--- src/rtl/cam_i2c_pkg.sv ---
// Shared types and constants for the camera I2C register-write master.
package cam_i2c_pkg;

  typedef enum logic [2:0] {
    ST_IDLE,
    ST_COLLECT,
    ST_START,
    ST_BIT,
    ST_ACK,
    ST_STOP,
    ST_DONE
  } state_t;

  // Quarter-bit ticks in a full write: START + 4 bytes of 9 bits + STOP
  localparam int TICKS_PER_TXN = 149;

  // Slots of a collected triple, in stream order
  localparam logic [1:0] SLOT_REG = 2'd0;
  localparam logic [1:0] SLOT_MSB = 2'd1;
  localparam logic [1:0] SLOT_LSB = 2'd2;

  // Bus byte order: address byte first, data LSB last
  localparam logic [1:0] BUS_IDX_ADDR = 2'd0;
  localparam logic [1:0] BUS_IDX_LAST = 2'd3;

  // Index of the last data bit before the acknowledge bit
  localparam logic [3:0] BIT_LAST_DATA = 4'd7;

  localparam logic [6:0] CAM0_ADDR_DEF = 7'h5D;
  localparam logic [6:0] CAM1_ADDR_DEF = 7'h48;

  // First byte of a write transaction: 7-bit address with R/W = 0
  function automatic logic [7:0] write_addr_byte(input logic [6:0] addr);
    return {addr, 1'b0};
  endfunction

endpackage

--- src/rtl/i2c_quarter_tick_gen.sv ---
// Quarter-bit tick generator: one-cycle pulse every CLK_DIV enabled cycles.
module i2c_quarter_tick_gen #(
  parameter int CLK_DIV = 25
) (
  input  logic sysClk,
  input  logic rst_n,
  input  logic en,
  input  logic clr,
  output logic tick
);

  localparam int               CNT_W    = 10;
  localparam logic [CNT_W-1:0] CNT_LAST = CNT_W'(CLK_DIV - 1);

  logic [CNT_W-1:0] cnt;

  // Divider counter, parked at zero while cleared so the first tick lands CLK_DIV cycles after enable
  always_ff @(posedge sysClk or negedge rst_n) begin
    if (!rst_n) begin
      cnt <= '0;
    end else if (clr) begin
      cnt <= '0;
    end else if (en) begin
      if (cnt == CNT_LAST) begin
        cnt <= '0;
      end else begin
        cnt <= cnt + 1'b1;
      end
    end
  end

  assign tick = en && !clr && (cnt == CNT_LAST);

endmodule

--- src/rtl/cam_i2c_byte_master.sv ---
// Collects {reg, msb, lsb} byte triples and writes each to a camera sensor as one I2C transaction.
module cam_i2c_byte_master
  import cam_i2c_pkg::*;
#(
  parameter int         CLK_DIV   = 25,
  parameter logic [6:0] CAM0_ADDR = CAM0_ADDR_DEF,
  parameter logic [6:0] CAM1_ADDR = CAM1_ADDR_DEF
) (
  input  logic       sysClk,
  input  logic       rst_n,
  input  logic [7:0] cam_i2c_byte_in,
  input  logic       byte_valid,
  input  logic       cam_id,
  output logic       ready_for_next_byte,
  output logic       scl_oe,
  output logic       sda_oe,
  input  logic       sda_in,
  output logic       busy,
  output logic       transaction_done,
  output logic       ack_error
);

  state_t     state, state_nxt;
  logic [1:0] byte_cnt, byte_cnt_nxt;
  logic [1:0] phase, phase_nxt;
  logic [3:0] bit_cnt, bit_cnt_nxt;
  logic [1:0] byte_idx, byte_idx_nxt;
  logic       ready_q, ready_nxt;
  logic       scl_q, scl_nxt;
  logic       sda_q, sda_nxt;
  logic       ack_err_q, ack_err_nxt;

  logic [7:0] reg_addr, reg_addr_nxt;
  logic [7:0] data_msb, data_msb_nxt;
  logic [7:0] data_lsb, data_lsb_nxt;
  logic       cam_sel, cam_sel_nxt;

  logic       tick;
  logic       tick_en;
  logic       accept;
  logic [7:0] cur_byte;
  logic       cur_bit;

  assign accept  = byte_valid && ready_q;
  assign tick_en = (state != ST_IDLE) && (state != ST_COLLECT);

  i2c_quarter_tick_gen #(
    .CLK_DIV(CLK_DIV)
  ) u_tick_gen (
    .sysClk(sysClk),
    .rst_n (rst_n),
    .en    (tick_en),
    .clr   (!tick_en),
    .tick  (tick)
  );

  // Select the byte currently being shifted onto the bus
  always_comb begin
    cur_byte = write_addr_byte(cam_sel ? CAM1_ADDR : CAM0_ADDR);
    case (byte_idx)
      2'd1:    cur_byte = reg_addr;
      2'd2:    cur_byte = data_msb;
      2'd3:    cur_byte = data_lsb;
      default: ;
    endcase
  end

  assign cur_bit = cur_byte[3'd7 - bit_cnt[2:0]];

  // Control state, reset asynchronously so the bus is abandoned at once
  always_ff @(posedge sysClk or negedge rst_n) begin
    if (!rst_n) begin
      state     <= ST_IDLE;
      byte_cnt  <= '0;
      phase     <= '0;
      bit_cnt   <= '0;
      byte_idx  <= '0;
      ready_q   <= 1'b0;
      scl_q     <= 1'b0;
      sda_q     <= 1'b0;
      ack_err_q <= 1'b0;
    end else begin
      state     <= state_nxt;
      byte_cnt  <= byte_cnt_nxt;
      phase     <= phase_nxt;
      bit_cnt   <= bit_cnt_nxt;
      byte_idx  <= byte_idx_nxt;
      ready_q   <= ready_nxt;
      scl_q     <= scl_nxt;
      sda_q     <= sda_nxt;
      ack_err_q <= ack_err_nxt;
    end
  end

  // Collected bytes and camera select carry no reset; each is written before it is sent
  always_ff @(posedge sysClk) begin
    reg_addr <= reg_addr_nxt;
    data_msb <= data_msb_nxt;
    data_lsb <= data_lsb_nxt;
    cam_sel  <= cam_sel_nxt;
  end

  // Next-state: triple collection, then one quarter-bit line action per tick
  always_comb begin
    state_nxt    = state;
    byte_cnt_nxt = byte_cnt;
    phase_nxt    = phase;
    bit_cnt_nxt  = bit_cnt;
    byte_idx_nxt = byte_idx;
    scl_nxt      = scl_q;
    sda_nxt      = sda_q;
    ack_err_nxt  = ack_err_q;
    reg_addr_nxt = reg_addr;
    data_msb_nxt = data_msb;
    data_lsb_nxt = data_lsb;
    cam_sel_nxt  = cam_sel;

    case (state)
      ST_IDLE, ST_COLLECT: begin
        if (accept) begin
          case (byte_cnt)
            SLOT_REG: begin
              reg_addr_nxt = cam_i2c_byte_in;
              cam_sel_nxt  = cam_id;
              ack_err_nxt  = 1'b0;
            end
            SLOT_MSB: data_msb_nxt = cam_i2c_byte_in;
            default:  data_lsb_nxt = cam_i2c_byte_in;
          endcase
          if (byte_cnt == SLOT_LSB) begin
            state_nxt    = ST_START;
            byte_cnt_nxt = '0;
            phase_nxt    = '0;
          end else begin
            state_nxt    = ST_COLLECT;
            byte_cnt_nxt = byte_cnt + 2'd1;
          end
        end
      end

      ST_START: begin
        if (tick) begin
          if (phase == 2'd0) begin
            sda_nxt   = 1'b1;
            phase_nxt = 2'd1;
          end else begin
            scl_nxt      = 1'b1;
            state_nxt    = ST_BIT;
            phase_nxt    = '0;
            bit_cnt_nxt  = '0;
            byte_idx_nxt = BUS_IDX_ADDR;
          end
        end
      end

      ST_BIT, ST_ACK: begin
        if (tick) begin
          phase_nxt = phase + 2'd1;
          case (phase)
            2'd0: sda_nxt = (state == ST_BIT) ? !cur_bit : 1'b0;
            2'd1: scl_nxt = 1'b0;
            2'd2: ;
            default: begin
              scl_nxt = 1'b1;
              if (state == ST_BIT) begin
                bit_cnt_nxt = bit_cnt + 4'd1;
                if (bit_cnt == BIT_LAST_DATA) begin
                  state_nxt = ST_ACK;
                end
              end else if (sda_in) begin
                ack_err_nxt = 1'b1;
                state_nxt   = ST_STOP;
              end else if (byte_idx == BUS_IDX_LAST) begin
                state_nxt = ST_STOP;
              end else begin
                byte_idx_nxt = byte_idx + 2'd1;
                bit_cnt_nxt  = '0;
                state_nxt    = ST_BIT;
              end
            end
          endcase
        end
      end

      ST_STOP: begin
        if (tick) begin
          phase_nxt = phase + 2'd1;
          case (phase)
            2'd0: sda_nxt = 1'b1;
            2'd1: scl_nxt = 1'b0;
            default: begin
              sda_nxt   = 1'b0;
              state_nxt = ST_DONE;
            end
          endcase
        end
      end

      ST_DONE: state_nxt = ST_IDLE;

      default: state_nxt = ST_IDLE;
    endcase

    ready_nxt = (state_nxt == ST_IDLE) || (state_nxt == ST_COLLECT);
  end

  // Outputs decoded from registered state
  always_comb begin
    ready_for_next_byte = ready_q;
    scl_oe              = scl_q;
    sda_oe              = sda_q;
    ack_error           = ack_err_q;
    busy                = (state != ST_IDLE);
    transaction_done    = (state == ST_DONE);
  end

endmodule

--- config.mk ---
export PLATFORM = sky130hd
export DESIGN_NAME = cam_i2c_byte_master
export DESIGN_NICKNAME = d
export VERILOG_FILES = /design/src/rtl/cam_i2c_pkg.sv /design/src/rtl/i2c_quarter_tick_gen.sv /design/src/rtl/cam_i2c_byte_master.sv
export SDC_FILE = /design/constraint.sdc
export NUM_CORES = 1
export LEC_CHECK = 0
export ABC_AREA = 0
export BUFFER_PORTS_ARGS = -buffer_cell sky130_fd_sc_hd__buf_2
export CORE_ASPECT_RATIO = 2
export CORE_MARGIN = 1
export CORE_UTILIZATION = 55
export DETAILED_ROUTE_END_ITERATION = 8
export PLACE_DENSITY_LB_ADDON = 0.08
export SKIP_CTS_REPAIR_TIMING = 1
export SLEW_MARGIN = 5
export SYNTH_ARGS = -nofsm -noshare
export SYNTH_HDL_FRONTEND = slang
export SYNTH_SLANG_ARGS = --single-unit
--- constraint.sdc ---
create_clock -name sysClk -period 2.3 [get_ports sysClk]
set_input_delay 0.46 -clock sysClk [delete_from_list [all_inputs] [get_ports sysClk]]
set_output_delay 0.46 -clock sysClk [all_outputs]
set_load 0.01 [all_outputs]
Yosys cells after proc, flatten, opt, wreduce, memory -nomap -nowiden --
Cells that the tools add are included.
Storage, ports and cells: input port bits 13, output and inout bits 6, word-level logic and storage cells 154, bits in latches 0, memories kept 0, RAM bits 0, flip-flop bits (word level) 52, memory bits (read-only) 0
Operators by class: multipliers 0, $lt $le $gt $ge 1, div/mod/pow operators 0, bitwise operators 1, $add $sub $neg 6, shifts and indexed selects 0, eq/ne operators 37, multiplexer cells 64, reductions and logical operators 31
Operator list (count):
- two-way mux 3 bit | 11
- != test 2 bit, second input constant | 16
- two-way mux 4 bit | 7
- AND reduction 7 bit | 4
- two-way mux 2 bit | 13
- case mux 8 bit (3 select lines) | 1
- two-way mux 10 bit | 2
- two-way mux 1 bit | 19
- case mux 3 bit (4 select lines) | 1
- adder 10 x 1 -> 10 bit, second input constant | 1
- equality test 10 x 5 -> 1 bit, second input constant | 1
- OR reduction 2 bit | 5
- equality test 3 bit, second input constant | 3
- AND reduction 3 bit | 3
- nonzero test 3 bit | 3
- equality test 2 bit, second input constant | 4
- case mux 4 bit (2 select lines) | 1
- AND reduction 8 bit | 1
- adder 2 x 1 -> 2 bit, second input constant | 3
- equality test 2 x 1 -> 1 bit, second input constant | 3
- equality test 3 x 1 -> 1 bit, second input constant | 2
- equality test 3 x 2 -> 1 bit, second input constant | 2
- zero test 3 bit | 2
- != test 3 bit, second input constant | 2
- other kinds (21) | 30

Logic depth before layout (Yosys ltp) --
Gate-level depths: netlist of the first run.
word-level depth 9, depth in mapped cells 9, gate-level depth less buffers 8

By module --
From an unflattened synthesis of the first run, not the netlist that was laid out.
Unflattened totals: cells, all modules 257, area total of the unflattened synthesis 2750.1 um2
Modules (own cells, without submodules):
- cam_i2c_byte_master | area an instance 2143.3 um2, times used 1, seq. area each 1176.1 um2, cells an instance 192
- i2c_quarter_tick_gen | area an instance 606.8 um2, times used 1, seq. area each 250.2 um2, cells an instance 65

Worst setup path after synthesis of the first run --
OpenSTA, ideal clock, no wires.
path type register to register, start register state[1], end register cam_sel (enable), required time 1.909 ns, cell stages (with the launch flop) 5, slack 0.200 ns, arrival 1.709 ns, path through dfrtp_1 -> buf_2 -> nor2_1 -> nand3_1 -> nor3_1
Between the ends: cells in the longest elaborated chain, start to end 3, elaborated cells on any way between the ends 4
Ends and longest elaborated chain:
- from (decl) | RTL line cam_i2c_byte_master.sv:23 | state_t state, state_nxt;
- from (signal assigned) | RTL line cam_i2c_byte_master.sv:83 | state <= state_nxt;
- equality test 3 x 1 -> 1 bit or zero test 3 bit (tied branches) | RTL line cam_i2c_byte_master.sv:118 | case (state)
- OR reduction 2 bit * | RTL line cam_i2c_byte_master.sv:118
- AND reduction 3 bit (no source line) *
- to (signal assigned) | RTL line cam_i2c_byte_master.sv:100 | cam_sel <= cam_sel_nxt;
- to (decl) | RTL line cam_i2c_byte_master.sv:36 | logic cam_sel, cam_sel_nxt;
Every way passes the cells marked *; elsewhere a longest branch is shown, timed or not. A chain may end at the register's enable or synchronous reset.

Final worst setup path of the first run --
start register byte_idx[0], end register sda_q (netlist: sda_oe)
Between the ends: cells in the longest elaborated chain, start to end 9, elaborated cells on any way between the ends 11
Ends and longest elaborated chain:
- from (decl) | RTL line cam_i2c_byte_master.sv:27 | logic [1:0] byte_idx, byte_idx_nxt;
- from (signal assigned) | RTL line cam_i2c_byte_master.sv:87 | byte_idx <= byte_idx_nxt;
- equality test 2 bit or equality test 2 x 1 -> 1 bit (tied branches) | RTL line cam_i2c_byte_master.sv:60 | case (byte_idx)
- case mux 8 bit (3 select lines) * | RTL line cam_i2c_byte_master.sv:60
- binary-select mux 1 bit (select 3 bit) * | RTL line cam_i2c_byte_master.sv:68 | assign cur_bit = cur_byte[3'd7 - bit_cnt[2:0]];
- two-way mux 1 bit (implied by the code) * | RTL line cam_i2c_byte_master.sv:68
- zero test 1 bit * | RTL line cam_i2c_byte_master.sv:160 | 2'd0: sda_nxt = (state == ST_BIT) ? !cur_bit : 1'b0;
- two-way mux 1 bit * | RTL line cam_i2c_byte_master.sv:160
- two-way mux 1 bit * | RTL line cam_i2c_byte_master.sv:159 | case (phase)
- two-way mux 1 bit * | RTL line cam_i2c_byte_master.sv:157 | if (tick) begin
- case mux 1 bit (3 select lines) * | RTL line cam_i2c_byte_master.sv:118
- to (signal assigned) | RTL line cam_i2c_byte_master.sv:90 | sda_q <= sda_nxt;
- to (decl) | RTL line cam_i2c_byte_master.sv:30 | logic sda_q, sda_nxt;
Every way passes the cells marked *; elsewhere a longest branch is shown, timed or not. The select of a mux whose other input is x is not followed.

==> results of run 1 <==
==> per-layer routing <==
| layer | track usage [%] | wire (um) | vias up |
|---|---|---|---|
| met5 | 0 | 0 | - |
| met2 | 53.3 | 3710 | 49 |
| met1 | 26.7 | 2230 | 1003 |
| met4 | 15.4 | 250 | 0 |
| li1 | - | - | 968 |
| met3 | 3.03 | 154 | 18 |
==> layout by cell type (no fill, tap or decap), drive strengths merged, types with 3 or more instances in the layout <==
cell type,count
a21o,3
a21oi,11
a221oi,3
a22oi,5
and3,4
buf,41
clkbuf,5
dfrtp,27
edfxtp,25
ha,12
inv,14
mux2i,3
nand2,22
nand2b,3
nand3,12
nor2,21
nor3,6
nor4,3
o21ai,19
xnor2,5
xor2,3
==> synth_stat cells, types with 3 or more instances <==
library cell  instances
nor4_1                3
and3_1                4
nor3_1                5
nand3_1              11
mux2i_1               3
nand2b_1              3
clkbuf_1              5
edfxtp_1             25
o21ai_0              17
xnor2_1               5
dfrtp_1              27
a21o_1                3
inv_1                13
xor2_1                3
nor2_1               21
a22oi_1               5
ha_1                 12
a21oi_1              10
nand2_1              22
==> state kept, by name, indices dropped and copies added, names as in the netlist <==
name / count
u_tick_gen.cnt: 10
data_lsb: 8
data_msb: 8
reg_addr: 8
bit_cnt: 4
state: 3
byte_cnt: 2
byte_idx: 2
phase: 2
ack_error: 1
cam_sel: 1
ready_for_next_byte: 1
scl_oe: 1
sda_oe: 1
==> path summary, 6_finish.rpt <==
| kind | end | slack, ns | cells after the start |
|---|---|---|---|
| hold reg to reg | sda_oe$_DFFE_PN0P_ | 0.50 | 1 |
| setup / recovery | sda_oe$_DFFE_PN0P_ | 0.13 | 7 |
| hold / removal | state[0]$_DFF_PN0_ | 0.16 | 1 |
| max in group asynchronous | byte_idx[1]$_DFFE_PN0P_ | 1.71 | 1 |
| setup reg to reg | sda_oe$_DFFE_PN0P_ | 0.13 | 7 |
| min in group sysClk | cam_sel$_DFFE_PP_ | 0.34 | 1 |
==> worst register-to-register path, stage by stage, from the launching register on <==
cell       delay [ns]
dfrtp_1          0.45
inv_1            0.13
ha_1             0.28
a21oi_1          0.10
a2111oi_1        0.52
buf_4            0.19
nor4_1           0.05
o32a_1           0.35
==> kinds of logic after synthesis <==
logic type                 after synthesis  synth area share (%)
xor gates and xnor gates                 8                  2.66
DFF                                     52                  54.1
and+or+nand+nor                         84                  16.7
adders and majority gates               12                  5.69
buffers and inverters                   21                  3.37
AOI/OAI and AO/OA                       61                  16.4
muxes                                    3                  1.14
==> power breakdown <==
group / switching [mW] / internal, mW
Combinational: 0.0175 / 0.00737
Sequential: 0 / 0.974
Clock: 0.320 / 0.224
Total: 0.337 / 1.21
==> area by class of cell <==
| cell class | instances | share of cell area, % |
|---|---|---|
| Tap cell | 55 | 2.27 |
| Clock inverter | 3 | 0.909 |
| Clock buffer | 5 | 2.27 |
| Multi-Input combinational cell | 168 | 37.1 |
| Inverter | 13 | 1.61 |
| Timing Repair Buffer | 41 | 8.68 |
| Sequential cell | 52 | 47.1 |
==> stage by stage <==
| step | util (%) | cells | total power [mW] |
|---|---|---|---|
| after floorplan | - | 241 | 0.995 |
| after global placement | 63.5 | 328 | 1.02 |
| after detailed placement | 63.5 | 328 | 1.02 |
| after CTS | 65.6 | 336 | 1.56 |
| after global routing | 65.8 | 337 | 1.58 |
| final | 65.8 | 337 | 1.54 |
==> metrics.txt, run 1 <==
status=finished clean; worst path bufs/invs=2; CP max stage cell=a2111oi_1; crit start category=register; worst hold slack=0.164 ns; Post-Syn Area=2640 um^2; dpl hpwl=4930 um; R2R Path Start=byte_idx[0]$_DFFE_PN0P_; DR vias=2,038; largest net degree at the start of global routing=28; initial antenna violation count=0; Yosys top cell area share=28.5%; CTS tree=done; H-tree depth=2; CTS Sinks=52; PwrDens=510 nW/um^2; class of the worst hold path=input pin to async pin; Cell Rows=35; Final period util=94.5%; Max VDD drop=0.425 mV; fin crit period=2.17 ns; FF+latch count, synth=52; Place WS=-0.0159 ns; critical path cell sequence=inv_1 > ha_1 > a21oi_1 > a2111oi_1 > buf_4 > nor4_1 > o32a_1; Critical Path Sink Type=register; CP max stage delay=0.52 ns; DP Area=2920 um^2; crit path launch=byte_idx[0]$_DFFE_PN0P_; Crit Path Class=register to register; core area=4600 um^2; Slew Limit Fails=0; nets@finish=306; total track usage=27.6%; Vias/cell=6.05; Worst-path clk slew=0.10 ns; final setup vio count=0; Pre-antenna DRT Iters=4; Multi-input gate area=1120 um^2; # fillers=379; DRC=0; register area=1430 um^2; RD Place Congestion=0.903; setup TNS=0 ns; sequential fraction of the synthesis area=54.1%; die area=5090 um^2; design area=3030 um^2; Fin. Hold Viols=0; Skew-Pair Late Insertion Delay=0.31 ns; area leader, netlist=edfxtp_1; Synth area leaders=edfxtp_1 28%, dfrtp_1 26%, ha_1 5.7%; Post-synth EDFFs=25; Die Wd=51.0 um; WL final=6350 um; worst path required time=2.50 ns; crit path max fanout=5; vias in the first global route=2,116; Fin Clk Skew=0.00843 ns; layout cells sized above 1=19.9%; port buffer count=18; cell count after synthesis=241; asr flop ratio synth=51.9%; final setup margin=0.127 ns; Synth warnings=0; total grt overflow=0; Ports=19; synthesized area per cell=10.9 um^2; root buf cell=clkbuf_8; Synth Flop Type=dfrtp_1; first-pass GRT wire length=10,100 um; Net Count, Synth=266; Critical Path AT=2.37 ns; Fmax achieved=0.460 GHz; Max Root-Sink Buffers=2; ANT cells=0; drt wl/cell=18.8 um; Die Ht=99.9 um; Max Cap Viol=0; delay-heaviest family, CP=compound AO/OA/AOI/OAI gates; antenna viol nets, final=0; area added between synthesis and finish=14.8%; Max-Slew Margin vs Limit=56.8%; worst slew pin tran=0.647 ns; effective utilization at floorplan=57.4%; Detailed Route Iter0 Violations=113; LEAKAGE=1.24 nW; library cells used by synthesis=52; Num CTS Buffers=5; RSZ-0062 raised after global routing=no
No activity file was read; power rests on OpenSTA's default activity.
==> run 2, diff against run 1 <==
RECOVER_POWER = 50   (was default)
==> run 2 against run 1 <==
Net effect: the run now ends with max-capacitance violations, max-slew violations left; final area fell by 0.54%; flip-flop and latch count did not move; sequential share of layout area rose by 0.25 points; count of clock-buffer cells in the layout did not move; core utilization fell by 0.35 points; die area did not move; fmax rose by 0.19%; via count rose by 0.64%; register-to-register slack barely moved; clock skew rose by 0.00059 ns; largest cell class unchanged; largest power group unchanged.
==> metrics.txt, run 2 (synthesized netlist as in run 1, its figures left out) <==
status=finished with violations (was finished clean); failing checks=max-capacitance violations, max-slew violations; Max Root-Sink Buffers=2 (unchanged); final setup vio count=0 (unchanged); Tot Pwr=1.54 mW (about the same); class of the worst hold path=input pin to register (was input pin to async pin); Largest register FFs=10 (unchanged); RD Place Congestion=0.903 (unchanged); WL final=6350 um (unchanged); Biggest register=u_tick_gen.cnt (unchanged); core area=4600 um^2 (unchanged); Cell Rows=35 (unchanged); crit path max fanout=5 (unchanged); most frequent cells in the layout=27 x dfrtp_1, 25 x edfxtp_1, 23 x buf_4 (unchanged); Critical Path Sink Type=register (unchanged); total track usage=27.6% (unchanged); Num CTS Buffers=5 (unchanged); H-tree depth=2 (unchanged); Fin Clk Skew=0.00902 ns (was 0.00843 ns); Critical Path AT=2.37 ns (about the same); DR vias=2,051 (was 2,038); CTS Sinks=52 (unchanged); Ports=19 (unchanged); Max-Slew Margin vs Limit=-3.69% (was 56.8%); LEAKAGE=1.20 nW (was 1.24 nW); Final period util=94.3% (was 94.5%); Detailed Route Iter0 Violations=98 (was 113); layout cells sized above 1=15.2% (was 19.9%); fin crit period=2.17 ns (about the same); area added between synthesis and finish=14.1% (was 14.8%); Max VDD drop=0.426 mV (was 0.425 mV); # fillers=381 (was 379); port buffer count=18 (unchanged); PwrDens=512 nW/um^2 (was 510 nW/um^2); Die Wd=51.0 um (unchanged); Slew Limit Fails=28 (was 0); antenna viol nets, final=0 (unchanged); most common cell after layout, fill and taps aside=dfrtp_1 (unchanged); RSZ-0062 raised after global routing=no (unchanged); Vias/cell=6.09 (was 6.05); Max Cap Viol=1 (was 0); final setup margin=0.131 ns (was 0.127 ns); Final Util=65.5% (was 65.8%); Place WS=-0.0159 ns (unchanged); Pre-antenna DRT Iters=4 (unchanged); dpl hpwl=4930 um (unchanged); worst hold slack=0.353 ns (was 0.164 ns); DP Area=2920 um^2 (unchanged); effective utilization at floorplan=57.4% (unchanged); nets@finish=306 (unchanged); crit start category=register (unchanged); Fin. Hold Viols=0 (unchanged); CTS tree=done (unchanged); DRC=0 (unchanged); vias in the first global route=2,116 (unchanged); worst path required time=2.50 ns (about the same); Fmax achieved=0.461 GHz (was 0.460 GHz); root buf cell=clkbuf_8 (unchanged); first-pass GRT wire length=10,100 um (unchanged); die area=5090 um^2 (unchanged); Die Ht=99.9 um (unchanged); ANT cells=0 (unchanged); design area=3010 um^2 (was 3030 um^2); Worst-path clk slew=0.10 ns (about the same); drt wl/cell=18.8 um (unchanged); Crit Path Class=register to register (unchanged); initial antenna violation count=0 (unchanged); total grt overflow=0 (unchanged); Skew-Pair Late Insertion Delay=0.31 ns (about the same); worst slew pin tran=1.56 ns (was 0.647 ns); largest net degree at the start of global routing=28 (unchanged)
==> run 2: cell count changes in the layout (fill, tap and decap cells not counted), sizes merged <==
| cell | change |
|---|---|
| buf | -13 |
| clkbuf | +13 |
==> run 2: path summary, 6_finish.rpt <==
path	startpoint	cells after the start	slack, ns	endpoint
min	cam_id	1	0.35	cam_sel$_DFFE_PP_
max in group asynchronous	rst_n	1	0.87	byte_idx[1]$_DFFE_PN0P_
max	byte_idx[0]$_DFFE_PN0P_	7	0.13	sda_oe$_DFFE_PN0P_
max reg2reg	byte_idx[0]$_DFFE_PN0P_	7	0.13	sda_oe$_DFFE_PN0P_
min reg2reg	sda_oe$_DFFE_PN0P_	1	0.51	sda_oe$_DFFE_PN0P_
min in group asynchronous	rst_n	1	0.52	state[0]$_DFF_PN0_
==> run 2: per-layer routing <==
| metal | wire (um) | share of wire, % | up-vias | GRT usage [%] |
|---|---|---|---|---|
| met5 | 0 | 0 | - | 0 |
| met1 | 2200 | 35 | 1000 | 26.7 |
| met2 | 3640 | 57 | 60 | 53.3 |
| met4 | 339 | 5.3 | 0 | 15.4 |
| li1 | - | - | 967 | - |
| met3 | 170 | 2.7 | 24 | 3.03 |
==> run 2: stage by stage <==
step	std cells	TNS, ns
after floorplan	241	0
after global placement	328	0
after detailed placement	328	-0.0159
after CTS	336	-0.0292
after global routing	337	0
final	337	0
==> run 2: power by group <==
part	total (mW)	leakage (nW)	switching, mW	internal [mW]
sequential	0.974	0.568	0	0.974
combinational	0.0224	0.584	0.0174	0.00496
clock	0.545	0.0463	0.321	0.224
total	1.54	1.20	0.339	1.20
==> run 2: cell type report <==
cell class / instances / area [um^2] / share of cell area, %
clock buffer: 5 / 68.8 / 2.29
clock inverter: 3 / 27.5 / 0.914
inverter: 13 / 48.8 / 1.62
multi-input combinational: 168 / 1120 / 37.3
sequential: 52 / 1430 / 47.4
tap: 55 / 68.8 / 2.29
timing repair buffer: 41 / 246 / 8.19
==> run 2: critical path, cell delays in order, from the launching register on <==
cell	delay, ns
dfrtp_1	0.45
inv_1	0.13
ha_1	0.28
a21oi_1	0.10
a2111oi_1	0.52
buf_4	0.19
nor4_1	0.05
o32a_1	0.35
